<file path="src/rtl/cpu_pkg.sv">
// Shared constants and the fetch state encoding used by the fetch unit
// and the cpu-side blocks around it.
package cpu_pkg;

  localparam int unsigned INST_W    = 32;
  localparam logic [31:0] HALT_WORD = 32'hFFFF_FFFF;
  localparam logic [31:0] PC_STEP   = 32'd4;

  typedef enum logic [1:0] {
    ST_IDLE  = 2'd0,
    ST_FETCH = 2'd1,
    ST_HALT  = 2'd2
  } fetch_state_e;

endpackage : cpu_pkg

</file>
<file path="src/rtl/inst_mem.sv">
// Word-addressed memory with one synchronous write port and a
// combinational read port. No reset: contents survive a fetch-unit reset.
module inst_mem #(
  parameter int unsigned ADDR_W = 6,
  parameter int unsigned DATA_W = 32
) (
  input  logic              clk,
  input  logic              we_i,
  input  logic [ADDR_W-1:0] waddr_i,
  input  logic [DATA_W-1:0] wdata_i,
  input  logic [ADDR_W-1:0] raddr_i,
  output logic [DATA_W-1:0] rdata_o
);

  logic [DATA_W-1:0] mem_q [0:(1 << ADDR_W)-1];

  // Single write port, no reset on the array.
  always_ff @(posedge clk) begin
    if (we_i) begin
      mem_q[waddr_i] <= wdata_i;
    end
  end

  assign rdata_o = mem_q[raddr_i];

endmodule : inst_mem

</file>
<file path="src/rtl/inst_fetch_unit.sv">
// Instruction fetch unit: loader-programmed instruction memory plus a PC
// that streams one instruction per cycle to the cpu over valid/ready.
//
//   state    | meaning
//   ---------+-----------------------------------------------------------
//   ST_IDLE  | after reset; memory writable, waiting for start
//   ST_FETCH | streaming; memory write-protected, redirects honoured
//   ST_HALT  | halt word reached or illegal PC; memory writable, restartable
module inst_fetch_unit #(
  parameter int unsigned ADDR_W    = 6,
  parameter logic [31:0] RESET_PC  = 32'h0000_0000,
  parameter logic [31:0] HALT_WORD = cpu_pkg::HALT_WORD
) (
  input  logic              clk,
  input  logic              reset,
  input  logic              prog_we,
  input  logic [ADDR_W-1:0] prog_addr,
  input  logic [31:0]       prog_data,
  input  logic              start,
  input  logic              redirect_valid,
  input  logic [31:0]       redirect_pc,
  input  logic              inst_ready,
  output logic [31:0]       inst_out,
  output logic [31:0]       inst_pc,
  output logic              inst_valid,
  output logic              halted,
  output logic              fault,
  output logic              busy
);

  import cpu_pkg::*;

  fetch_state_e      state_q, state_d;
  logic [31:0]       pc_q, pc_d;
  logic [INST_W-1:0] inst_q, inst_d;
  logic [31:0]       inst_pc_q, inst_pc_d;
  logic              valid_q, valid_d;
  logic              halted_q, halted_d;
  logic              fault_q, fault_d;

  logic [INST_W-1:0] rd_word;
  logic              mem_we;
  logic              pc_illegal;

  // Loader writes are locked out while streaming so the running program
  // cannot change under the PC.
  assign mem_we = prog_we && (state_q != ST_FETCH);

  // A PC is illegal if misaligned or if any bit above the memory index is set.
  assign pc_illegal = (pc_q[1:0] != 2'b00) || (|pc_q[31:ADDR_W+2]);

  inst_mem #(
    .ADDR_W (ADDR_W),
    .DATA_W (INST_W)
  ) u_inst_mem (
    .clk     (clk),
    .we_i    (mem_we),
    .waddr_i (prog_addr),
    .wdata_i (prog_data),
    .raddr_i (pc_q[ADDR_W+1:2]),
    .rdata_o (rd_word)
  );

  // State and output registers with synchronous reset.
  always_ff @(posedge clk) begin
    if (reset) begin
      state_q   <= ST_IDLE;
      pc_q      <= RESET_PC;
      inst_q    <= '0;
      inst_pc_q <= '0;
      valid_q   <= 1'b0;
      halted_q  <= 1'b0;
      fault_q   <= 1'b0;
    end else begin
      state_q   <= state_d;
      pc_q      <= pc_d;
      inst_q    <= inst_d;
      inst_pc_q <= inst_pc_d;
      valid_q   <= valid_d;
      halted_q  <= halted_d;
      fault_q   <= fault_d;
    end
  end

  // Next-state: start handling, then redirect > fetch step > stall in FETCH.
  always_comb begin
    state_d   = state_q;
    pc_d      = pc_q;
    inst_d    = inst_q;
    inst_pc_d = inst_pc_q;
    valid_d   = valid_q;
    halted_d  = halted_q;
    fault_d   = fault_q;

    case (state_q)
      ST_IDLE, ST_HALT: begin
        if (start) begin
          state_d  = ST_FETCH;
          pc_d     = RESET_PC;
          halted_d = 1'b0;
          fault_d  = 1'b0;
          valid_d  = 1'b0;
        end
      end

      ST_FETCH: begin
        if (redirect_valid) begin
          // Flush whatever is in the output slot; target shows up next cycle.
          valid_d = 1'b0;
          pc_d    = redirect_pc;
        end else if (!valid_q || inst_ready) begin
          if (pc_illegal) begin
            fault_d = 1'b0 | 1'b1;
            valid_d = 1'b0;
            state_d = ST_HALT;
          end else if (rd_word == HALT_WORD) begin
            // PC stays on the halt word so it can be inspected afterwards.
            valid_d  = 1'b0;
            halted_d = 1'b1;
            state_d  = ST_HALT;
          end else begin
            inst_d    = rd_word;
            inst_pc_d = pc_q;
            valid_d   = 1'b1;
            pc_d      = pc_q + PC_STEP;
          end
        end
      end

      default: state_d = ST_IDLE;
    endcase
  end

  assign inst_out   = inst_q;
  assign inst_pc    = inst_pc_q;
  assign inst_valid = valid_q;
  assign halted     = halted_q;
  assign fault      = fault_q;
  assign busy       = (state_q == ST_FETCH);

endmodule : inst_fetch_unit

</file>
<file path="config.mk">
export PLATFORM = sky130hd
export DESIGN_NAME = inst_fetch_unit
export DESIGN_NICKNAME = d
export VERILOG_FILES = /design/src/rtl/cpu_pkg.sv /design/src/rtl/inst_mem.sv /design/src/rtl/inst_fetch_unit.sv
export SDC_FILE = /design/constraint.sdc
export NUM_CORES = 2
export LEC_CHECK = 0
export CAP_MARGIN = 20
export CORE_UTILIZATION = 56
export CTS_CLUSTER_DIAMETER = 60
export DETAILED_ROUTE_END_ITERATION = 8
export PLACE_DENSITY_LB_ADDON = 0.1
export SYNTH_ARGS = -nofsm -noshare
export SYNTH_HDL_FRONTEND = slang
export SYNTH_SLANG_ARGS = --single-unit
</file>
<file path="constraint.sdc">
create_clock -name clk -period 3.6 [get_ports clk]
set_input_delay 1.08 -clock clk [delete_from_list [all_inputs] [get_ports clk]]
set_output_delay 1.08 -clock clk [all_outputs]
set_load 0.02 [all_outputs]
</file>
* Yosys cells after proc, flatten, opt, wreduce, memory -nomap -nowiden
Memories as Yosys holds them, arrays and structs flattened. A register that Yosys moved wholly into a read port is not among the register bits.
Index checks and enable logic that the tools add are counted.
** Storage, ports and cells
- Register bits :: 101
- Bits in writable memories :: 2048
- Bits of input ports :: 76
- Word-level logic and storage cells :: 72
- Memories kept :: 1
** Memory list
- u_inst_mem.mem_q :: depth 64, bits a word 32, rd ports 1, clocked after Yosys merged registers in 1, wr ports 1, line inst_mem.sv:15 : logic [DATA_W-1:0] mem_q [0:(1 << ADDR_W)-1];
** Operators by class
- Add/subtract/negate cells :: 1
- Equal/unequal tests :: 14
- Multiplexer cells :: 31
- Bitwise gates (word level) :: 3
- Reductions and logical operators :: 15
** Operators with widths (number)
- 32-bit two-way mux :: 5
- 32-bit one-hot mux with 2 select lines :: 1
- 32-bit by 3-bit adder with 32-bit output, second input constant :: 1
- 32-bit equality test, second input constant :: 1
- 24-bit OR reduction :: 1
- 5-bit AND reduction :: 3
- 1-bit two-way mux :: 14
- 6-bit two-way mux :: 2
- 2-bit two-way mux :: 5
- 2-bit by 1-bit != test with 1-bit output, second input constant :: 4
- 2-bit != test, second input constant :: 3
- 3-bit != test, second input constant :: 2
- 1-bit one-hot mux with 2 select lines :: 3
- 6-bit AND reduction :: 1
- 2-bit one-hot mux with 2 select lines :: 1
- 4-bit AND reduction :: 1
- 2-bit nonzero test :: 2
- 3-bit by 1-bit != test with 1-bit output, second input constant :: 1
- 3-bit by 2-bit != test with 1-bit output, second input constant :: 1
- 1-bit NOT :: 3
- 3-bit AND reduction :: 1
- 2-bit by 1-bit equality test with 1-bit output, second input constant :: 1
- 2-bit equality test, second input constant :: 1
- 2-bit logical NOT :: 1
- other kinds (4) :: 5

* Longest topological paths before layout
- Word-level depth :: 8
- Mapped depth :: 18

* Modules after synthesis
A second synthesis with hierarchy kept.
** Second synthesis, totals
- Cell total of the unflattened synthesis :: 3746
- Area, all modules :: 81972.4 um^2
** Modules (own cells, without submodules)
- inst_mem :: instances 1, cells an instance 3292, area each 77874.7 um^2, seq. area each 61499.0 um^2
- inst_fetch_unit :: instances 1, cells an instance 454, area each 4097.7 um^2, seq. area each 2021.9 um^2

* Worst setup path after synthesis
No wires, ideal clock.
- Path kind :: input port to flip-flop
- From :: input port prog_addr[4]
- To :: memory u_inst_mem.mem_q[16][0] (enable)
- Arrival :: 3.270 ns
- Data required time :: 3.179 ns
- Slack :: -0.091 ns
- Cell stages on the path :: 4
- Path buffers :: 2
- Cell sequence :: clkbuf_1 -> or3b_2 -> clkbuf_1 -> nor2_1
** RTL lines
- from (decl) :: line inst_fetch_unit.sv:17 : input logic [ADDR_W-1:0] prog_addr,
- to (decl) :: line inst_mem.sv:15
No word-level cell before the write port.

==> impl_metrics.yaml <==
status:
  outcome: "finished, violations left"
  violations: "negative setup slack"
floorplanning:
  coreArea_sq_um: 149000
  start_util: 0.567
  ios: 144
  die_area_sq_um: 152000
  die_w_um: 390
  rows: 141
  die_y_um: 390
worst_setup_path:
  worst_path_most_repeated_cell: "buf_4"
  crit_type: "flip-flop to flip-flop"
  cp.required_ns: 4.29
  critPathMaxStageDelay_ns: 0.49
  cp-end-kind: "flip-flop"
  crit_chain: "buf_12, buf_6, buf_6, mux4_2, mux2i_2, o22ai_1, o21ai_1, buf_4, o41ai_4, a21boi_2, and4b_1, and4_4, buf_4, buf_4, o2111ai_1, o41ai_4"
  crit_arrival_ns: 4.58
  critPathLaunchType: "flip-flop"
  critPathMaxFanout: 7
  crit_slowest_cell: "mux4_2"
placement:
  portBuffers: 143
  gp_congestion: 0.970
  dp_hpwl_mm: 161
  dp_cells: 6853
power:
  p_leak_nw: 33.6
  ir_drop_mv: 0.478
  p_per_area_nw_per_um2: 511
sta:
  fin_crit_sh: 1.08
  clock_skew_ns: 0.0261
  fin_setup_tns_ns: -18.48
  max_freq_ghz: 0.257
  setup_viol: 101
  slew_headroom: 0.345
  hold_violations: 0
  setup_slack_ns: -0.288
  tightest_slew_ns: 0.982
  period_needed_ns: 3.89
  rsz0062_at_grt: "yes"
  slew_viol_final: 0
yosys:
  synth-edff-count: 2048
  yosysSeqAreaShare: 0.756
  ys_ff_latch: 2155
  synth_area_sq_um: 84200
  syn_nets: 4288
  ys.flop_type: "edfxtp_1"
  syn_area_per_cell_sq_um: 20.0
  ys_types: 93
  ys_async_sr_fraction: 0
  yosysWarnings: 0
  syn_inst: 4211
global_route:
  antenna_found_initial: 12
  first_global_vias: 46300
  grt_max_degree: 65
  grt_usage: 0.340
  grt_pass1_wl_mm: 355
  gr-total-overflow: 0
hold_path:
  hp-class: "flip-flop to flip-flop"
cells_and_area:
  final_cells: 7371
  area_delta_synth_final_pct: 24.0
  multi_input_area_sq_um: 20600
  fin_nets: 5269
  drive_above_1_share: 0.355
  regArea_sq_um: 63700
  fillers: 9218
cts:
  clkTransAtPathRegs_ns: 0.06
  insertion_delay_ns: 0.84
  root_buffer: "clkbuf_16"
  hold_buffers: 0
  htreeDepth: 4
  cts_tree: "done"
  cts.sinks: 2155
  cts_buffer_depth: 3
  cts_made_buffers: 212
route:
  drt-wirelength-per-cell_um: 34.9
  drt_iter0_markers: 7160
  ant_nets: 0
  drc: 0
  vias: 47900
  via_per_inst: 6.50
  dr.pass1.iters: 5
  routed_wl_mm: 257
run:
  drv_cap: 0
[synthesized netlist by cell type, types with 5 or more instances]
cell	n	share of area
mux4_2	363	0.097
buf_6	42	0.0056
edfxtp_1	2048	0.73
a31oi_1	17	0.0013
a32o_1	10	0.0012
mux4_1	25	0.0078
a21oi_1	98	0.0058
nor4_1	17	0.0013
clkbuf_1	51	0.0023
o22ai_1	40	0.0030
o21ai_0	67	0.0040
mux2_2	17	0.0023
mux2i_1	357	0.042
a211oi_1	18	0.0016
nor3_1	30	0.0018
nand2b_1	14	0.0010
nor2_1	148	0.0066
o41ai_1	5	0.00052
xnor2_1	6	0.00062
nand3_1	48	0.0029
a32oi_1	5	0.00052
nand4_1	20	0.0015
o2111ai_1	8	0.00083
clkbuf_8	10	0.0016
a22o_1	8	0.00083
o221ai_1	6	0.00062
nand3b_1	8	0.00071
xor2_1	6	0.00062
buf_4	50	0.0045
buf_8	21	0.0037
inv_1	12	0.00053
nor2b_1	23	0.0017
a2111oi_0	5	0.00052
dfxtp_1	107	0.025
a221oi_1	10	0.0010
a22oi_1	110	0.0098
buf_1	8	0.00036
buf_12	10	0.0024
buf_2	46	0.0027
a311oi_1	5	0.00052
nand2_1	194	0.0086
and2_1	37	0.0027
[worst max-delay path: cells and delay by family (launching register included)]
family,cells,cell delay [ns]
flip-flops,1,0.48
buffers and inverters,6,1.01
AND/OR/NAND/NOR,2,0.43
multiplexers,2,0.70
AO/OA/AOI/OAI,6,1.09
[cell type report]
cell class	instances	share of cell area
Antenna cell	1	0.0000240
Clock inverter	131	0.0116
Inverter	15	0.000659
Timing Repair Buffer	1005	0.104
Tap cell	2002	0.0240
Multi-Input combinational cell	1803	0.197
Clock buffer	259	0.0533
Sequential cell	2155	0.610
[layout by cell type (no fill, tap or decap), drive strengths merged, types with 6 or more instances in the layout]
cell type      instances
a2111oi                8
a211oi                19
a21oi                 98
a221oi                11
a22o                   8
a22oi                111
a311oi                 6
a31oi                 17
a32o                  10
and2                  37
buf                  889
bufinv                20
clkbuf               262
clkdlybuf4s50        110
clkinv                97
clkinvlp               7
dfxtp                107
edfxtp              2048
inv                   22
mux2                  17
mux2i                357
mux4                 388
nand2                194
nand2b                14
nand3                 48
nand3b                 8
nand4                 20
nor2                 151
nor2b                 23
nor3                  30
nor4                  20
o2111ai                8
o21ai                 69
o221ai                 6
o22ai                 40
o41ai                  6
xnor2                  6
xor2                   6
[final timing paths]
| kind | startpoint | endpoint | slack [ns] | cells past startpoint |
|---|---|---|---|---|
| worst min register to register | inst_pc[0] | inst_pc[0] | 0.46 | 1 |
| worst max register to register | flip-flop | pc_q[24] | -0.29 | 16 |
| worst max-delay path | flip-flop | pc_q[24] | -0.29 | 16 |
| worst min-delay path | inst_pc[0] | inst_pc[0] | 0.46 | 1 |
[kinds of logic (layout without fill, tap and decap cells)]
| logic type | after synthesis | count (layout) | synth area share |
|---|---|---|---|
| AO/OA/AOI/OAI | 455 | 455 | 0.0372 |
| XOR/XNOR | 12 | 12 | 0.00125 |
| adder cells (fa/ha/maj) | 1 | 1 | 0.000149 |
| buffers and inverters | 253 | 1410 | 0.0239 |
| flip-flops | 2155 | 2155 | 0.756 |
| multiplexers | 762 | 762 | 0.150 |
| other | 0 | 1 | 0 |
| AND/OR/NAND/NOR | 573 | 573 | 0.0325 |
[registers in the layout, summed over array words and instances, names as in the netlist, named ones only]
register          flops
fault                 1
halted                1
inst_out             32
inst_pc              32
inst_valid            1
pc_q                 32
state_q               2
u_inst_mem.mem_q   2048
[routing by layer]
layer	up-vias	part of all wire	global-route usage
li1	19300	-	-
met1	25000	0.38	0.489
met2	3127	0.45	0.509
met3	469	0.12	0.0789
met4	6	0.043	0.136
met5	-	0.00016	0
[per-stage QoR]
| stage | worst slack (ns) | total power, W | area [sq um] | util | hold slack (ns) |
|---|---|---|---|---|---|
| 4_1_cts | -0.207 | 0.0533 | 103000 | 0.696 | 0.446 |
| 6_report | -0.288 | 0.0534 | 104000 | 0.703 | 0.458 |
| 2_1_floorplan | -0.0914 | 0.0297 | 84200 | - | 0.448 |
| 5_1_grt | -0.299 | 0.0546 | 104000 | 0.703 | 0.468 |
| 3_5_place_dp | -0.857 | 0.0315 | 94200 | 0.634 | 0.444 |
| 3_3_place_gp | -0.812 | 0.0315 | 94200 | 0.634 | 0.442 |
[power breakdown]
part | internal (W) | switching, W | leakage (nW) | total, W
sequential | 0.0275 | 0.0000631 | 19.3 | 0.0276
combinational | 0.00175 | 0.00229 | 11.0 | 0.00403
clock | 0.0124 | 0.00933 | 3.31 | 0.0217
total | 0.0417 | 0.0117 | 33.6 | 0.0534
[repair_timing]
action | 4_1_cts | 5_1_grt
gates resized for setup | 302 | 167
setup endpoints to repair | 103 | 103
pin swaps | 62 | 80
cloned | 13 | 3
buffers inserted | 81 | 52
Note: power is estimated with default switching activity, not from simulation.
